$ cat config.mk
export PLATFORM = sky130hd
export DESIGN_NAME = bbox_outline_draw_flat
export DESIGN_NICKNAME = d
export VERILOG_FILES = /design/src/rtl/bbox_pkg.sv /design/src/rtl/bbox_outline_draw_if.sv /design/src/rtl/bbox_edge_walker.sv /design/src/rtl/bbox_outline_draw.sv /design/src/flat_wrapper.sv
export SDC_FILE = /design/constraint.sdc
export NUM_CORES = 1
export LEC_CHECK = 0
export BUFFER_PORTS_ARGS = -buffer_cell sky130_fd_sc_hd__clkbuf_2
export CAP_MARGIN = 40
export CORE_MARGIN = 2
export CORE_UTILIZATION = 61
export DETAILED_ROUTE_END_ITERATION = 6
export PLACE_DENSITY_LB_ADDON = 0.2
export SLEW_MARGIN = 20
export SYNTH_ARGS = -nofsm -noshare
export SYNTH_HDL_FRONTEND = slang
export SYNTH_SLANG_ARGS = --single-unit
$ cat constraint.sdc
create_clock -name CLOCK_50 -period 6.5 [get_ports CLOCK_50]
set_input_delay 0.65 -clock CLOCK_50 [delete_from_list [all_inputs] [get_ports CLOCK_50]]
set_output_delay 0.65 -clock CLOCK_50 [all_outputs]
set_load 0.02 [all_outputs]
$ cat src/rtl/bbox_pkg.sv
// rtl/bbox_pkg.sv - shared state type, coordinate types, defaults and address helper
package bbox_pkg;

    localparam int unsigned IMG_W_DEF  = 320;
    localparam int unsigned IMG_H_DEF  = 240;
    localparam logic [23:0] COLOUR_DEF = 24'hFF0000;

    typedef logic [8:0] xcoord_t;
    typedef logic [7:0] ycoord_t;

    typedef enum logic [2:0] {
        S_IDLE,
        S_TOP,
        S_BOTTOM,
        S_LEFT,
        S_RIGHT,
`ifdef BBOX_CENTRE_EN
        S_CENTRE,
`endif
        S_DONE
    } state_t;

    function automatic logic [31:0] pix_addr(input xcoord_t x, input ycoord_t y,
                                             input int unsigned img_w);
        return 32'(y) * img_w + 32'(x);
    endfunction

endpackage

$ cat src/rtl/bbox_outline_draw_if.sv
// rtl/bbox_outline_draw_if.sv - frame-buffer write port with ready/valid handshake
interface bbox_outline_draw_if #(
    parameter int AW    = 17,
    parameter int PIX_W = 24
);
    logic             wr_en;
    logic [AW-1:0]    wr_addr;
    logic [PIX_W-1:0] wr_data;
    logic             wr_ready;

    modport master (output wr_en, output wr_addr, output wr_data, input wr_ready);
    modport slave  (input wr_en, input wr_addr, input wr_data, output wr_ready);
endinterface

$ cat src/rtl/bbox_edge_walker.sv
// rtl/bbox_edge_walker.sv - loadable coordinate counter, reloaded once per outline edge
module bbox_edge_walker
    import bbox_pkg::*;
#(
    parameter int W = 9
) (
    input  logic         clk,
    input  logic         reset,
    input  logic         load,
    input  logic [W-1:0] load_start,
    input  logic [W-1:0] load_end,
    input  logic         step,
    output logic [W-1:0] pos_next,
    output logic         last
);

    logic [W-1:0] pos;
    logic [W-1:0] end_r;

    always_ff @(posedge clk) begin
        if (reset) begin
            pos   <= '0;
            end_r <= '0;
        end else if (load) begin
            pos   <= load_start;
            end_r <= load_end;
        end else if (step) begin
            pos   <= pos_next;
        end
    end

    assign pos_next = pos + W'(1);
    assign last     = (pos == end_r);

endmodule

$ cat src/rtl/bbox_outline_draw.sv
// rtl/bbox_outline_draw.sv - walks a box outline into the frame buffer; BBOX_CENTRE_EN adds a centre pixel and cx/cy
module bbox_outline_draw
    import bbox_pkg::*;
#(
    parameter int unsigned      IMG_W  = IMG_W_DEF,
    parameter int unsigned      IMG_H  = IMG_H_DEF,
    parameter int               XW     = 9,
    parameter int               YW     = 8,
    parameter int               AW     = 17,
    parameter int               PIX_W  = 24,
    parameter logic [PIX_W-1:0] COLOUR = COLOUR_DEF
) (
    input  logic          CLOCK_50,
    input  logic          reset,
    input  logic          start,
    input  logic [XW-1:0] x_min,
    input  logic [XW-1:0] x_max,
    input  logic [YW-1:0] y_min,
    input  logic [YW-1:0] y_max,
    output logic          busy,
    output logic          done,
    output logic          err,
`ifdef BBOX_CENTRE_EN
    output logic [XW-1:0] cx,
    output logic [YW-1:0] cy,
`endif
    bbox_outline_draw_if.master wr
);

    localparam int CW = (XW > YW) ? XW : YW;

    state_t  state;
    xcoord_t x0, x1;
    ycoord_t y0, y1;
    ycoord_t y0_p1, y1_m1;

    logic          box_ok;
    logic          accept;
    logic          has_side;
    logic          walk_load, walk_step, walk_last;
    logic [CW-1:0] walk_start, walk_end, walk_next;

    state_t        adv_state;
    logic [CW-1:0] adv_start, adv_end;
    xcoord_t       adv_x, step_x;
    ycoord_t       adv_y, step_y;

    assign box_ok = (x_min <= x_max) && (y_min <= y_max) &&
                    (32'(x_max) < IMG_W) && (32'(y_max) < IMG_H);

    assign accept   = wr.wr_en && wr.wr_ready;
    assign y0_p1    = y0 + ycoord_t'(1);
    assign y1_m1    = y1 - ycoord_t'(1);
    assign has_side = (y1 - y0) > ycoord_t'(1);

    // The walker is loaded from the raw inputs on start, otherwise with the next edge's range.
    assign walk_load  = (state == S_IDLE) ? start : (accept && walk_last);
    assign walk_step  = (state != S_IDLE) && accept && !walk_last;
    assign walk_start = (state == S_IDLE) ? CW'(x_min) : adv_start;
    assign walk_end   = (state == S_IDLE) ? CW'(x_max) : adv_end;

    bbox_edge_walker #(.W(CW)) u_walker (
        .clk        (CLOCK_50),
        .reset      (reset),
        .load       (walk_load),
        .load_start (walk_start),
        .load_end   (walk_end),
        .step       (walk_step),
        .pos_next   (walk_next),
        .last       (walk_last)
    );

    // Next pixel inside the current edge, and the first pixel of whichever edge follows it.
    always_comb begin
        step_x    = (state == S_LEFT)  ? x0 :
                    (state == S_RIGHT) ? x1 : xcoord_t'(walk_next);
        step_y    = (state == S_TOP)    ? y0 :
                    (state == S_BOTTOM) ? y1 : ycoord_t'(walk_next);
        adv_state = S_DONE;
        adv_start = '0;
        adv_end   = '0;
        adv_x     = x0;
        adv_y     = y0;
`ifdef BBOX_CENTRE_EN
        if (state != S_CENTRE) begin
            adv_state = S_CENTRE;
            adv_x     = cx;
            adv_y     = cy;
        end
`endif
        case (state)
            S_TOP: begin
                if (y1 != y0) begin
                    adv_state = S_BOTTOM;
                    adv_start = CW'(x0);
                    adv_end   = CW'(x1);
                    adv_x     = x0;
                    adv_y     = y1;
                end
            end
            S_BOTTOM: begin
                if (has_side) begin
                    adv_state = S_LEFT;
                    adv_start = CW'(y0_p1);
                    adv_end   = CW'(y1_m1);
                    adv_x     = x0;
                    adv_y     = y0_p1;
                end
            end
            S_LEFT: begin
                if (x1 != x0) begin
                    adv_state = S_RIGHT;
                    adv_start = CW'(y0_p1);
                    adv_end   = CW'(y1_m1);
                    adv_x     = x1;
                    adv_y     = y0_p1;
                end
            end
            default: ;
        endcase
    end

    always_ff @(posedge CLOCK_50) begin
        if (reset) begin
            state       <= S_IDLE;
            busy        <= 1'b0;
            done        <= 1'b0;
            err         <= 1'b0;
            wr.wr_en    <= 1'b0;
            wr.wr_addr  <= '0;
            wr.wr_data  <= COLOUR;
            x0          <= '0;
            x1          <= '0;
            y0          <= '0;
            y1          <= '0;
`ifdef BBOX_CENTRE_EN
            cx          <= '0;
            cy          <= '0;
`endif
        end else begin
            done       <= 1'b0;
            err        <= 1'b0;
            wr.wr_data <= COLOUR;
            unique case (state)
                S_IDLE: begin
                    if (start) begin
                        x0 <= x_min;
                        x1 <= x_max;
                        y0 <= y_min;
                        y1 <= y_max;
`ifdef BBOX_CENTRE_EN
                        cx <= XW'(({1'b0, x_min} + {1'b0, x_max}) >> 1);
                        cy <= YW'(({1'b0, y_min} + {1'b0, y_max}) >> 1);
`endif
                        if (box_ok) begin
                            state      <= S_TOP;
                            busy       <= 1'b1;
                            wr.wr_en   <= 1'b1;
                            wr.wr_addr <= AW'(pix_addr(x_min, y_min, IMG_W));
                        end else begin
                            state <= S_DONE;
                            done  <= 1'b1;
                            err   <= 1'b1;
                        end
                    end
                end
                S_DONE: state <= S_IDLE;
                default: begin
                    if (accept) begin
                        if (walk_last) begin
                            state <= adv_state;
                            if (adv_state == S_DONE) begin
                                wr.wr_en <= 1'b0;
                                busy     <= 1'b0;
                                done     <= 1'b1;
                            end else begin
                                wr.wr_addr <= AW'(pix_addr(adv_x, adv_y, IMG_W));
                            end
                        end else begin
                            wr.wr_addr <= AW'(pix_addr(step_x, step_y, IMG_W));
                        end
                    end
                end
            endcase
        end
    end

endmodule

$ cat src/flat_wrapper.sv
// flat-port wrapper written by rule: the top's interface ports become plain ports
module bbox_outline_draw_flat import bbox_pkg::*;
#(
    parameter int unsigned      IMG_W  = IMG_W_DEF,
    parameter int unsigned      IMG_H  = IMG_H_DEF,
    parameter int               XW     = 9,
    parameter int               YW     = 8,
    parameter int               AW     = 17,
    parameter int               PIX_W  = 24,
    parameter logic [PIX_W-1:0] COLOUR = COLOUR_DEF
)
  (CLOCK_50, reset, start, x_min, x_max, y_min, y_max, busy, done, err, wr_wr_en, wr_wr_addr, wr_wr_data, wr_wr_ready);
  bbox_outline_draw_if #(.AW(AW), .PIX_W(PIX_W)) wr_i ();
  input  logic CLOCK_50;
  input  logic reset;
  input  logic start;
  input  logic [XW-1:0] x_min;
  input  logic [XW-1:0] x_max;
  input  logic [YW-1:0] y_min;
  input  logic [YW-1:0] y_max;
  output logic busy;
  output logic done;
  output logic err;
  output wire logic [$bits(wr_i.wr_en)-1:0] wr_wr_en;
  output wire logic [$bits(wr_i.wr_addr)-1:0] wr_wr_addr;
  output wire logic [$bits(wr_i.wr_data)-1:0] wr_wr_data;
  input wire logic [$bits(wr_i.wr_ready)-1:0] wr_wr_ready;
  assign wr_wr_en = wr_i.wr_en;
  assign wr_wr_addr = wr_i.wr_addr;
  assign wr_wr_data = wr_i.wr_data;
  assign wr_i.wr_ready = wr_wr_ready;
  bbox_outline_draw #(.IMG_W(IMG_W), .IMG_H(IMG_H), .XW(XW), .YW(YW), .AW(AW), .PIX_W(PIX_W), .COLOUR(COLOUR)) u_core (.CLOCK_50(CLOCK_50), .reset(reset), .start(start), .x_min(x_min), .x_max(x_max), .y_min(y_min), .y_max(y_max), .busy(busy), .done(done), .err(err), .wr(wr_i));
endmodule
==> results.json <==
{
  "synth_edf_count": 0,
  "place_area_um2": 7732,
  "clk-insertion-delay-late_ps": 350,
  "dr.first_iter.drc_count": 932,
  "path_class": "reg -> reg",
  "synth_simple_gate_area_share_pct": 20.24,
  "grt_overflow": 0,
  "seqCellArea_um2": 1501,
  "slowest_delay_ps": 440,
  "async_reset_ff_share_pct": 0,
  "power_density_nw_per_um2": 483.7,
  "clk_root_buffer_cell": "clkbuf_16",
  "synth_area_um2": 7472,
  "yosys_most_used_dff": "dfxtp_1",
  "worst_slew_pin_slew_ps": 853.6,
  "dieWidth_um": 114.7,
  "diodes": 0,
  "synth_xor_area_share_pct": 8.088,
  "hold_violations": 0,
  "hold_buffers": 0,
  "htree_num_levels": 3,
  "cp_max_fo": 7,
  "total_leakage_power_nw": 3.417,
  "post-route-util_pct": 67.35,
  "drt_wl_total_um": 23130,
  "timing.hold.ws_ps": 477.7,
  "numClockSinks": 75,
  "arrival_ps": 6090,
  "wl_per_cell_um": 19.47,
  "via_per_inst": 6.427,
  "power.total_mw": 3.897,
  "layout-area-overhead-vs-synth_pct": 7.820,
  "seq_area_frac_synth_pct": 20.09,
  "end_kind": "register",
  "startpoint_type": "register",
  "setup_slack_ps": 613.2,
  "dieArea_um2": 13150,
  "hp-class": "reg -> reg",
  "portBuffers": 58,
  "yosysWarnings": 0,
  "ys_seq_elements": 75,
  "syn_avg_cell_area_um2": 7.435,
  "finalCriticalPeriod_ps": 5887,
  "fin_area_um2": 8056,
  "vias": 7635,
  "core_area_um2": 11960,
  "cp_slowest_cell": "o22ai_1",
  "multi_input_area_um2": 5433,
  "antenna_found_initial": 0,
  "status": "finished, violations left",
  "fmaxAchievable_ghz": 0.1699,
  "n_fill_cell": 1089,
  "dp.cells": 1171,
  "synth_compound_area_share_pct": 25.87,
  "grt_pass1_vias": 7118,
  "drt_first_pass_iters": 7,
  "fin_crit_sh_pct": 90.57,
  "setup_viol": 0,
  "final_cell_mix": "nand2_1, a21oi_1, dfxtp_1",
  "final_layout_size_suffix_gt1_share_pct": 10.66,
  "die_y_um": 114.7,
  "final_common_cell": "nand2_1",
  "cp.required_ps": 6700,
  "path_delay_family": "compound AO/OA/AOI/OAI gates",
  "vdd_drop_max_uv": 242.2,
  "finalNetCount": 1155,
  "layoutNonFillerInstCount": 1188,
  "finalMaxSlewViolations": 0,
  "routabilityCongestion": 0.9854,
  "cts_buffers": 9,
  "grtUsageTotal_pct": 36.22,
  "worstPathCellList": "inv_1 > ha_1 > inv_1 > fa_1 > a211o_1 > a2111oi_0 > a2111oi_1 > o2111a_2 > o22ai_1 > a21oi_1 > o21ai_0 > ha_1 > ha_1 > inv_1 > fa_1 > nand3b_1 > o21ai_0 > nand4_1 > nor4_1 > o21ai_0 > and3_1 > mux2i_1 > a211oi_2",
  "fin_setup_tns_ps": 0,
  "synth_fa_ha_area_share_pct": 14.27,
  "grt_max_degree": 77,
  "post-place-ws_ps": 605.5,
  "post_cts_buffers": 0,
  "io_pins": 83,
  "clk_pin_slew_worst_paths_ps": 60,
  "crit_buf_inv": 3,
  "synth_top_family_by_area": "compound AO/OA/AOI/OAI gates",
  "synth.distinct_cells": 78,
  "relSlewSlack_pct": 43.09,
  "violations": "DRC",
  "max_cap_violations": 0,
  "start_util_pct": 62.47,
  "ant_nets": 0,
  "cts_tree": "done",
  "fin_skew_ps": 6.314,
  "syn-instance-count": 1005,
  "cts_buffer_depth": 2,
  "synth_mux_area_share_pct": 2.897,
  "rsz0062_at_grt": "false",
  "row_count": 40,
  "drc_errors": 9,
  "post-dp-hpwl_um": 17540,
  "grt_pass1_wl_um": 37340
}
[report_power, final]
part,total (mW),switching [mW],internal [mW]
Combinational,2.56,1.62,0.943
Clock,0.529,0.218,0.311
Sequential,0.804,0.202,0.602
[final cells by class]
cell class	count	share of cell area, %
Sequential cell	75	18.64
Clock buffer	10	2.966
Clock inverter	6	0.9008
Tap cell	147	2.283
Inverter	64	2.982
Timing Repair Buffer	71	4.799
Multi-Input combinational cell	815	67.43
[worst register-to-register path, cell delays in order (launching register included)]
cell,delay (ps)
dfxtp_1,370
inv_1,150
ha_1,170
inv_1,50
fa_1,410
a211o_1,350
a2111oi_0,400
a2111oi_1,110
o2111a_2,210
o22ai_1,440
a21oi_1,130
o21ai_0,340
ha_1,300
ha_1,230
inv_1,70
fa_1,430
nand3b_1,170
o21ai_0,340
nand4_1,200
nor4_1,250
o21ai_0,170
and3_1,210
mux2i_1,160
a211oi_2,90
[worst paths after layout]
check	startpoint	end	slack (ps)	cells after the start
max	u_core.y1[0]$_SDFFE_PP0P_	u_core.wr.wr_addr[15]$_SDFFE_PP0P_	610	23
min	u_core.wr.wr_addr[9]$_SDFFE_PP0P_	u_core.wr.wr_addr[9]$_SDFFE_PP0P_	480	2
max reg2reg	u_core.y1[0]$_SDFFE_PP0P_	u_core.wr.wr_addr[15]$_SDFFE_PP0P_	610	23
min reg2reg	u_core.wr.wr_addr[9]$_SDFFE_PP0P_	u_core.wr.wr_addr[9]$_SDFFE_PP0P_	480	2
[Yosys cell counts, types with 4 or more instances]
cell type	n	area share, %
a211o_1	4	0.47
dfxtp_1	75	20
o22ai_1	5	0.42
nand2_1	138	6.9
a221o_1	4	0.54
mux2i_1	16	2.1
nor4_1	7	0.59
a21oi_1	96	6.4
clkbuf_1	34	1.7
xnor2_1	48	5.6
buf_2	5	0.33
o2111ai_1	7	0.82
nand3b_1	6	0.60
fa_1	7	1.9
nor3_1	24	1.6
and3_1	7	0.59
mux2_2	5	0.75
buf_4	25	2.5
a31oi_1	4	0.33
nor2_1	70	3.5
inv_1	63	3.2
or3_1	6	0.50
nor2b_1	11	0.92
a21o_1	6	0.60
ha_1	74	12
o21ai_0	68	4.6
xor2_1	21	2.5
buf_1	6	0.30
a221oi_1	10	1.2
o211ai_1	12	1.2
nand4_1	14	1.2
or2_2	5	0.42
a211oi_1	22	2.2
nand3_1	17	1.1
a222oi_1	7	0.94
o21a_1	8	0.80
[registers in the layout, indices dropped and copies added (netlist names)]
| signal | cells |
|---|---|
| u_core.done | 1 |
| u_core.err | 1 |
| u_core.state | 3 |
| u_core.u_walker.end_r | 9 |
| u_core.u_walker.pos | 9 |
| u_core.wr.wr_addr | 17 |
| u_core.wr.wr_en | 1 |
| u_core.x0 | 9 |
| u_core.x1 | 9 |
| u_core.y0 | 8 |
| u_core.y1 | 8 |
[routing by layer]
| layer | track usage [%] | vias up | share of wire [%] |
|---|---|---|---|
| met1 | 48.26 | 3542 | 42 |
| met4 | 17.48 | 0 | 3.7 |
| met3 | 6.300 | 68 | 8.3 |
| met5 | 0 | - | 0 |
| li1 | - | 3639 | - |
| met2 | 56.65 | 386 | 46 |
[kinds of logic (layout without fill, tap and decap cells)]
kind of cell,Yosys count,after routing
AOI/OAI and AO/OA,294,294
xor gates and xnor gates,69,69
adders and majority gates,81,81
buffers and inverters,137,151
DFF,75,75
muxes,21,21
other,2,24
and+or+nand+nor,326,326
[repair_timing]
action / in CTS / in global routing
endpoints found under the hold margin: 0 / 0
setup endpoints to repair: 0 / 1
resized for setup: 0 / 1
Note: power is estimated with default switching activity, not from simulation.
